===== src/rtl/qenc_mvd_binarizer_if.sv =====
// MVD binarizer bundle: pair request from the CU FSM plus the bin stream to the arithmetic engine.
// mvd_bin_cnt exists only when MVD_BIN_CNT_EN is defined.
interface qenc_mvd_binarizer_if #(
  parameter int MVD_W = 16
);
  logic             mvd_start;
  logic [MVD_W-1:0] mvd_x;
  logic [MVD_W-1:0] mvd_y;
  logic             mvd_rdy;
  logic             bin_vld;
  logic             bin_rdy;
  logic             bin_val;
  logic             bin_ep;
  logic [9:0]       bin_ctx_addr;
  logic             mvd_done;
`ifdef MVD_BIN_CNT_EN
  logic [7:0]       mvd_bin_cnt;
`endif

  // master = the binarizer, slave = CU FSM / engine side
  modport master (
    input  mvd_start,
    input  mvd_x,
    input  mvd_y,
    input  bin_rdy,
    output mvd_rdy,
    output bin_vld,
    output bin_val,
    output bin_ep,
    output bin_ctx_addr,
    output mvd_done
`ifdef MVD_BIN_CNT_EN
    ,
    output mvd_bin_cnt
`endif
  );

  modport slave (
    output mvd_start,
    output mvd_x,
    output mvd_y,
    output bin_rdy,
    input  mvd_rdy,
    input  bin_vld,
    input  bin_val,
    input  bin_ep,
    input  bin_ctx_addr,
    input  mvd_done
`ifdef MVD_BIN_CNT_EN
    ,
    input  mvd_bin_cnt
`endif
  );
endinterface


===== src/rtl/qenc_mvd_binarizer.sv =====
// CABAC encoder MVD binarizer: one (x,y) pair -> gt0/gt1 context bins, EG1 + sign bypass bins, 1 bin/cycle.
// Optional MVD_BIN_CNT_EN adds mvd_bin_cnt (bins transferred for the current pair).
module qenc_mvd_binarizer #(
  parameter int         MVD_W        = 16,
  parameter logic [9:0] CTX_GT0_ADDR = 10'd150,
  parameter logic [9:0] CTX_GT1_ADDR = 10'd152
) (
  input  logic                  clk,
  input  logic                  rst_n,
  qenc_mvd_binarizer_if.master  mvd_if
);

  typedef enum logic [3:0] {
    S_IDLE, S_GT0_X, S_GT0_Y, S_GT1_X, S_GT1_Y,
    S_EGP_X, S_EGS_X, S_SGN_X, S_EGP_Y, S_EGS_Y, S_SGN_Y, S_DONE
  } state_t;

  localparam logic [MVD_W-1:0] ONE   = MVD_W'(1);
  localparam logic [MVD_W-1:0] TWO   = MVD_W'(2);
  localparam logic [MVD_W:0]   ONE_W = (MVD_W+1)'(1);

  state_t           r_state;
  logic [MVD_W-1:0] r_abs_x, r_abs_y, r_v;
  logic             r_neg_x, r_neg_y;
  logic [4:0]       r_k;
  logic             r_bin_vld, r_bin_val, r_bin_ep, r_mvd_rdy, r_mvd_done;
  logic [9:0]       r_bin_ctx;

  logic             w_cap, w_xfer;
  logic [MVD_W-1:0] w_in_abs_x, w_in_abs_y, w_abs_x, w_abs_y;
  logic             w_neg_x, w_neg_y;
  logic             w_gt0x, w_gt0y, w_gt1x, w_gt1y;
  state_t           w_xpath, w_ypath, w_nxt_state;
  logic [MVD_W-1:0] w_nxt_v;
  logic [4:0]       w_nxt_k;
  logic             w_o_vld, w_o_val, w_o_ep;
  logic [9:0]       w_o_ctx;

  // EG1 prefix bin: 1 while the remainder still covers 2^k
  function automatic logic egp_bit(input logic [MVD_W-1:0] v, input logic [4:0] k);
    return {1'b0, v} >= (ONE_W << k);
  endfunction

  function automatic logic egs_bit(input logic [MVD_W-1:0] v, input logic [4:0] k);
    return |(v & (ONE << (k - 5'd1)));
  endfunction

  assign w_cap  = (r_state == S_IDLE) && mvd_if.mvd_start;
  assign w_xfer = r_bin_vld && mvd_if.bin_rdy;

  // Two's-complement negate in MVD_W bits: the most negative value lands on 2^(MVD_W-1)
  assign w_in_abs_x = mvd_if.mvd_x[MVD_W-1] ? (~mvd_if.mvd_x + ONE) : mvd_if.mvd_x;
  assign w_in_abs_y = mvd_if.mvd_y[MVD_W-1] ? (~mvd_if.mvd_y + ONE) : mvd_if.mvd_y;

  assign w_abs_x = w_cap ? w_in_abs_x : r_abs_x;
  assign w_abs_y = w_cap ? w_in_abs_y : r_abs_y;
  assign w_neg_x = w_cap ? mvd_if.mvd_x[MVD_W-1] : r_neg_x;
  assign w_neg_y = w_cap ? mvd_if.mvd_y[MVD_W-1] : r_neg_y;
  assign w_gt0x  = |w_abs_x;
  assign w_gt0y  = |w_abs_y;
  assign w_gt1x  = |w_abs_x[MVD_W-1:1];
  assign w_gt1y  = |w_abs_y[MVD_W-1:1];

  assign w_ypath = w_gt1y ? S_EGP_Y : (w_gt0y ? S_SGN_Y : S_DONE);
  assign w_xpath = w_gt1x ? S_EGP_X : (w_gt0x ? S_SGN_X : w_ypath);

  always_comb begin
    w_nxt_state = r_state;
    w_nxt_v     = r_v;
    w_nxt_k     = r_k;
    case (r_state)
      S_IDLE:  if (mvd_if.mvd_start) w_nxt_state = S_GT0_X;
      S_GT0_X: if (w_xfer) w_nxt_state = S_GT0_Y;
      S_GT0_Y: if (w_xfer) w_nxt_state = w_gt0x ? S_GT1_X : (w_gt0y ? S_GT1_Y : w_xpath);
      S_GT1_X: if (w_xfer) w_nxt_state = w_gt0y ? S_GT1_Y : w_xpath;
      S_GT1_Y: if (w_xfer) w_nxt_state = w_xpath;
      S_EGP_X, S_EGP_Y: begin
        if (w_xfer) begin
          if (egp_bit(r_v, r_k)) begin
            w_nxt_v = r_v - (ONE << r_k);
            w_nxt_k = r_k + 5'd1;
          end else begin
            w_nxt_state = (r_state == S_EGP_X) ? S_EGS_X : S_EGS_Y;
          end
        end
      end
      S_EGS_X, S_EGS_Y: begin
        if (w_xfer) begin
          if (r_k == 5'd1) w_nxt_state = (r_state == S_EGS_X) ? S_SGN_X : S_SGN_Y;
          else             w_nxt_k = r_k - 5'd1;
        end
      end
      S_SGN_X: if (w_xfer) w_nxt_state = w_ypath;
      S_SGN_Y: if (w_xfer) w_nxt_state = S_DONE;
      S_DONE:  w_nxt_state = S_IDLE;
      default: w_nxt_state = S_IDLE;
    endcase
    // Entering a component's EG1 prefix reloads the remainder and order
    if (w_nxt_state == S_EGP_X && r_state != S_EGP_X) begin
      w_nxt_v = w_abs_x - TWO;
      w_nxt_k = 5'd1;
    end else if (w_nxt_state == S_EGP_Y && r_state != S_EGP_Y) begin
      w_nxt_v = w_abs_y - TWO;
      w_nxt_k = 5'd1;
    end
  end

  always_comb begin
    w_o_vld = 1'b1;
    w_o_val = 1'b0;
    w_o_ep  = 1'b1;
    w_o_ctx = 10'd0;
    case (w_nxt_state)
      S_GT0_X: begin w_o_ep = 1'b0; w_o_ctx = CTX_GT0_ADDR; w_o_val = w_gt0x; end
      S_GT0_Y: begin w_o_ep = 1'b0; w_o_ctx = CTX_GT0_ADDR; w_o_val = w_gt0y; end
      S_GT1_X: begin w_o_ep = 1'b0; w_o_ctx = CTX_GT1_ADDR; w_o_val = w_gt1x; end
      S_GT1_Y: begin w_o_ep = 1'b0; w_o_ctx = CTX_GT1_ADDR; w_o_val = w_gt1y; end
      S_EGP_X, S_EGP_Y: w_o_val = egp_bit(w_nxt_v, w_nxt_k);
      S_EGS_X, S_EGS_Y: w_o_val = egs_bit(w_nxt_v, w_nxt_k);
      S_SGN_X: w_o_val = w_neg_x;
      S_SGN_Y: w_o_val = w_neg_y;
      default: begin w_o_vld = 1'b0; w_o_ep = 1'b0; end
    endcase
  end

  always_ff @(posedge clk) begin
    if (!rst_n) begin
      r_state    <= S_IDLE;
      r_abs_x    <= '0;
      r_abs_y    <= '0;
      r_neg_x    <= 1'b0;
      r_neg_y    <= 1'b0;
      r_v        <= '0;
      r_k        <= 5'd0;
      r_bin_vld  <= 1'b0;
      r_bin_val  <= 1'b0;
      r_bin_ep   <= 1'b0;
      r_bin_ctx  <= 10'd0;
      r_mvd_rdy  <= 1'b1;
      r_mvd_done <= 1'b0;
    end else begin
      r_state    <= w_nxt_state;
      r_abs_x    <= w_abs_x;
      r_abs_y    <= w_abs_y;
      r_neg_x    <= w_neg_x;
      r_neg_y    <= w_neg_y;
      r_v        <= w_nxt_v;
      r_k        <= w_nxt_k;
      r_bin_vld  <= w_o_vld;
      r_bin_val  <= w_o_val;
      r_bin_ep   <= w_o_ep;
      r_bin_ctx  <= w_o_ctx;
      r_mvd_rdy  <= (w_nxt_state == S_IDLE);
      r_mvd_done <= (w_nxt_state == S_DONE);
    end
  end

  assign mvd_if.mvd_rdy      = r_mvd_rdy;
  assign mvd_if.bin_vld      = r_bin_vld;
  assign mvd_if.bin_val      = r_bin_val;
  assign mvd_if.bin_ep       = r_bin_ep;
  assign mvd_if.bin_ctx_addr = r_bin_ctx;
  assign mvd_if.mvd_done     = r_mvd_done;

`ifdef MVD_BIN_CNT_EN
  logic [7:0] r_bin_cnt;

  always_ff @(posedge clk) begin
    if (!rst_n)      r_bin_cnt <= 8'd0;
    else if (w_cap)  r_bin_cnt <= 8'd0;
    else if (w_xfer) r_bin_cnt <= r_bin_cnt + 8'd1;
  end

  assign mvd_if.mvd_bin_cnt = r_bin_cnt;
`endif

endmodule


===== src/flat_wrapper.sv =====
// flat-port wrapper written by rule: the top's interface ports become plain ports
module qenc_mvd_binarizer_flat 
#(
  parameter int         MVD_W        = 16,
  parameter logic [9:0] CTX_GT0_ADDR = 10'd150,
  parameter logic [9:0] CTX_GT1_ADDR = 10'd152
)
  (clk, rst_n, mvd_if_mvd_start, mvd_if_mvd_x, mvd_if_mvd_y, mvd_if_bin_rdy, mvd_if_mvd_rdy, mvd_if_bin_vld, mvd_if_bin_val, mvd_if_bin_ep, mvd_if_bin_ctx_addr, mvd_if_mvd_done);
  qenc_mvd_binarizer_if #(.MVD_W(MVD_W)) mvd_if_i ();
  input  logic clk;
  input  logic rst_n;
  input wire logic [$bits(mvd_if_i.mvd_start)-1:0] mvd_if_mvd_start;
  input wire logic [$bits(mvd_if_i.mvd_x)-1:0] mvd_if_mvd_x;
  input wire logic [$bits(mvd_if_i.mvd_y)-1:0] mvd_if_mvd_y;
  input wire logic [$bits(mvd_if_i.bin_rdy)-1:0] mvd_if_bin_rdy;
  output wire logic [$bits(mvd_if_i.mvd_rdy)-1:0] mvd_if_mvd_rdy;
  output wire logic [$bits(mvd_if_i.bin_vld)-1:0] mvd_if_bin_vld;
  output wire logic [$bits(mvd_if_i.bin_val)-1:0] mvd_if_bin_val;
  output wire logic [$bits(mvd_if_i.bin_ep)-1:0] mvd_if_bin_ep;
  output wire logic [$bits(mvd_if_i.bin_ctx_addr)-1:0] mvd_if_bin_ctx_addr;
  output wire logic [$bits(mvd_if_i.mvd_done)-1:0] mvd_if_mvd_done;
  assign mvd_if_i.mvd_start = mvd_if_mvd_start;
  assign mvd_if_i.mvd_x = mvd_if_mvd_x;
  assign mvd_if_i.mvd_y = mvd_if_mvd_y;
  assign mvd_if_i.bin_rdy = mvd_if_bin_rdy;
  assign mvd_if_mvd_rdy = mvd_if_i.mvd_rdy;
  assign mvd_if_bin_vld = mvd_if_i.bin_vld;
  assign mvd_if_bin_val = mvd_if_i.bin_val;
  assign mvd_if_bin_ep = mvd_if_i.bin_ep;
  assign mvd_if_bin_ctx_addr = mvd_if_i.bin_ctx_addr;
  assign mvd_if_mvd_done = mvd_if_i.mvd_done;
  qenc_mvd_binarizer #(.MVD_W(MVD_W), .CTX_GT0_ADDR(CTX_GT0_ADDR), .CTX_GT1_ADDR(CTX_GT1_ADDR)) u_core (.clk(clk), .rst_n(rst_n), .mvd_if(mvd_if_i));
endmodule

===== config.mk =====
export PLATFORM = sky130hd
export DESIGN_NAME = qenc_mvd_binarizer_flat
export DESIGN_NICKNAME = d
export VERILOG_FILES = /design/src/rtl/qenc_mvd_binarizer_if.sv /design/src/rtl/qenc_mvd_binarizer.sv /design/src/flat_wrapper.sv
export SDC_FILE = /design/constraint.sdc
export NUM_CORES = 1
export LEC_CHECK = 0
export CAP_MARGIN = 15
export CORE_AREA = 2 2 121 123
export CTS_CLUSTER_DIAMETER = 80
export DETAILED_ROUTE_END_ITERATION = 12
export DIE_AREA = 0 0 123 125
export PLACE_DENSITY_LB_ADDON = 0.1
export RECOVER_POWER = 25
export SLEW_MARGIN = 20
export SYNTH_ARGS = -nofsm -noshare
export SYNTH_HDL_FRONTEND = slang
export SYNTH_SLANG_ARGS = --single-unit

===== constraint.sdc =====
create_clock -name clk -period 6.3 [get_ports clk]
set_input_delay 0.945 -clock clk [delete_from_list [all_inputs] [get_ports clk]]
set_output_delay 0.945 -clock clk [all_outputs]
set_load 0.05 [all_outputs]

==> metrics.yaml, run 1 <==
status: "finished with violations"
violations: "capacitance limit, slew limit, setup timing"
cts_max_path_buffers: 2
post_route_cells_drive_above_1_share_pct: 29.0
timing.hold.ws_ns: 0.508
nFillCells: 1232
num_vias: 7929
drtIter0Drc: 479
hold_path_class: "flip-flop to flip-flop"
antenna_found_initial: 0
htreeDepth: 3
ys.flop_type: "dfxtp_1"
cp_top_family: "simple AND/OR/NAND/NOR gates"
path_class: "input port to flip-flop"
yosysWarnings: 0
finalSetupViolCount: 1
port_buffers: 45
crit_buf_inv: 3
grt_pass1_vias: 7637
power_density_mw_per_mm2: 204
cts_tree: "yes"
drv_slew: 63
coreArea_sq_mm: 0.0142
io_pins: 51
p_switching_mw: 0.769
area_growth_pct: 41.6
fin_crit_ns: 6.31
whs_path_depth: 2
grt_pass1_wl_microns: 38300
ys_types: 89
clock_latency_ns: 0.33
die_h_microns: 125
ys_seq_elements: 67
reg2reg_depth: 34
crit_top_cell: "o21a_1"
synthCells: 942
rows: 44
cp_max_fo: 5
drc: 0
start_util_pct: 48.5
chipWidth_microns: 123
maxCapViolCount: 2
grt_usage_pct: 31.6
clk_pin_slew_ns: 0.05
drt_wl_total_microns: 24300
cts_buffers: 9
swShare_pct: 38.6
path_depth: 31
p_clk_share_pct: 23.7
dp_cells: 1324
critPathLaunchType: "input port"
p_int_mw: 1.22
max_stage_delay_ns: 0.63
ir_drop_mv: 0.131
finalHoldViolations: 0
synth_area_sq_mm: 0.00688
postRouteAntennaNets: 0
synthArstFlopShare_pct: 0
maxSlewHeadroom_pct: -1.11
via_per_inst: 5.73
dp_hpwl_microns: 18900
ys_seq_area_share_pct: 19.5
crit_path_top_delay_cell: "or4b_4"
required_ns: 6.50
die_area_sq_mm: 0.0154
n_antenna_cell: 0
nets: 1277
cp-end-kind: "flip-flop"
worst_ep_arrival_time_ns: 6.51
utilization_pct: 68.6
dr.pass1.iters: 5
tns_ns: -0.0128
syn_avg_cell_area_sq_um: 7.31
grt-ovfl-total: 0
grt_max_degree: 33
clock_sinks: 67
stdcell_count: 1384
synth_edf_count: 0
p_total_mw: 1.99
seqPwrFrac_pct: 24.3
fin_skew_ns: 0.00490
rsz0062_at_grt: "yes"
cts_root_buf: "clkbuf_16"
finalWorstSetupSlack_ns: -0.0128
wl_per_cell_microns: 17.5
period_share_pct: 100
p_comb_share_pct: 52.0
leakage_nw: 4.31
max_freq_ghz: 0.158
gp_congestion: 0.999
worstMarginPinSlew_ns: 1.52
## final cells by class
type	instances	area, sq um	share of cell area (%)
clock buffer	14	264	2.71
clock inverter	2	10.0	0.103
inverter	28	110	1.13
multi-input combinational	798	5490	56.3
sequential	67	1340	13.8
tap	184	230	2.36
timing repair buffer	291	2300	23.6
## what timing repair did
action	CTS	global route
setup endpoints to repair	1	1
pin swaps	53	36
setup buffers	31	13
gates resized for setup	62	36
hold buffers	0	0
## power by group through the flow
stage	Clock [mW]	Sequential, mW	Combinational, mW
after floorplan	0	0.523	0.497
after global placement	0	0.490	0.892
after detailed placement	0	0.492	0.898
after CTS	0.479	0.483	0.976
after global routing	0.497	0.488	1.10
final	0.473	0.483	1.04
## placed cells by master (no fill, tap or decap), types with 5 or more instances in the layout
cell / Yosys / final
buf_4: 12 / 239
nor2_1: 116 / 113
nand2_1: 102 / 101
dfxtp_1: 67 / 67
a21oi_1: 63 / 59
ha_1: 45 / 42
o21ai_0: 44 / 39
nand3_1: 30 / 30
xor2_1: 31 / 30
xnor2_1: 31 / 30
nor3_1: 32 / 29
and2_1: 29 / 28
inv_1: 26 / 24
clkdlybuf4s50_1: 0 / 22
nor2b_1: 20 / 18
a21o_1: 16 / 16
nand4_1: 16 / 16
a31oi_1: 16 / 15
mux2i_1: 14 / 14
dlygate4sd2_1: 0 / 13
nor4_1: 16 / 11
o21a_1: 10 / 10
nand2b_1: 10 / 10
o21ai_1: 6 / 10
clkbuf_16: 0 / 9
o31ai_1: 11 / 8
o211ai_1: 8 / 8
nor4_2: 1 / 6
a211oi_1: 7 / 6
o31a_1: 5 / 5
or2_2: 7 / 5
and3_1: 7 / 5
conb_1: 1 / 5
clkbuf_1: 26 / 5
## stage by stage
step,cell area (sq um),setup slack (ns)
floorplan,6970,-0.0101
global placement,8900,-0.801
detailed placement,8900,-0.918
CTS,9530,0.00370
global route,9750,-0.271
finish,9750,-0.0128
## worst reg2reg max path, delay by kind of cell, from the launching register on
| family | cells | cell delay (ns) |
|---|---|---|
| compound gates | 18 | 2.78 |
| simple gates | 11 | 1.55 |
| fa+ha+maj | 3 | 0.94 |
| buf+inv | 2 | 0.34 |
| flops | 1 | 0.33 |
## final timing paths
kind	from	end	slack (ns)
worst max-delay path	mvd_if_mvd_x[0]	u_core.mvd_if.bin_val	-0.01
worst min-delay path	u_core.r_neg_x	u_core.r_neg_x	0.51
worst max register to register	u_core.r_k[0]	u_core.mvd_if.bin_val	0.23
worst min register to register	u_core.r_neg_x	u_core.r_neg_x	0.51
## cells in the mapped netlist (10+ instances only)
| cell type | count | area share, % |
|---|---|---|
| nor2_1 | 116 | 6.3 |
| nand2_1 | 102 | 5.6 |
| dfxtp_1 | 67 | 19 |
| a21oi_1 | 63 | 4.6 |
| ha_1 | 45 | 8.2 |
| o21ai_0 | 44 | 3.2 |
| nor3_1 | 32 | 2.3 |
| xnor2_1 | 31 | 3.9 |
| xor2_1 | 31 | 3.9 |
| nand3_1 | 30 | 2.2 |
| and2_1 | 29 | 2.6 |
| clkbuf_1 | 26 | 1.4 |
| inv_1 | 26 | 1.4 |
| nor2b_1 | 20 | 1.8 |
| a21o_1 | 16 | 1.7 |
| a31oi_1 | 16 | 1.5 |
| nand4_1 | 16 | 1.5 |
| nor4_1 | 16 | 1.5 |
| mux2i_1 | 14 | 2.0 |
| buf_4 | 12 | 1.3 |
| buf_2 | 11 | 0.80 |
| o31ai_1 | 11 | 1.2 |
| nand2b_1 | 10 | 0.91 |
| o21a_1 | 10 | 1.1 |
## sequential cells by signal (all words and copies together) (netlist names)
signal and count:
u_core.mvd_if.bin_ctx_addr 3, u_core.mvd_if.bin_ep 1, u_core.mvd_if.bin_val 1, u_core.mvd_if.bin_vld 1
u_core.mvd_if.mvd_done 1, u_core.mvd_if.mvd_rdy 1, u_core.r_abs_x 16, u_core.r_abs_y 16
u_core.r_k 5, u_core.r_neg_x 1, u_core.r_neg_y 1, u_core.r_state 4
u_core.r_v 16
## routing by layer
metal	up-vias	part of all wire, %	track usage, %
li1	3904	-	-
met1	3675	43	40.8
met2	286	47	52.8
met3	64	5.6	4.01
met4	0	3.7	12.6
met5	-	0	0
## cells by family after synthesis
family                     synth area share (%)
and+or+nand+nor                            31.4
AOI/OAI and AO/OA                          24.3
buffers and inverters                      5.60
DFF                                        19.5
xor gates and xnor gates                   7.89
adders and majority gates                  8.47
muxes                                      2.89
other                                    0.0545
Power figures use the tool's default switching activity.
==> inputs of run 2 (changes only) <==
- CTS_CLUSTER_DIAMETER: 80 -> unset
==> results of run 2 <==
No change in the layout: final DEF, timing and power equal those of run 1.
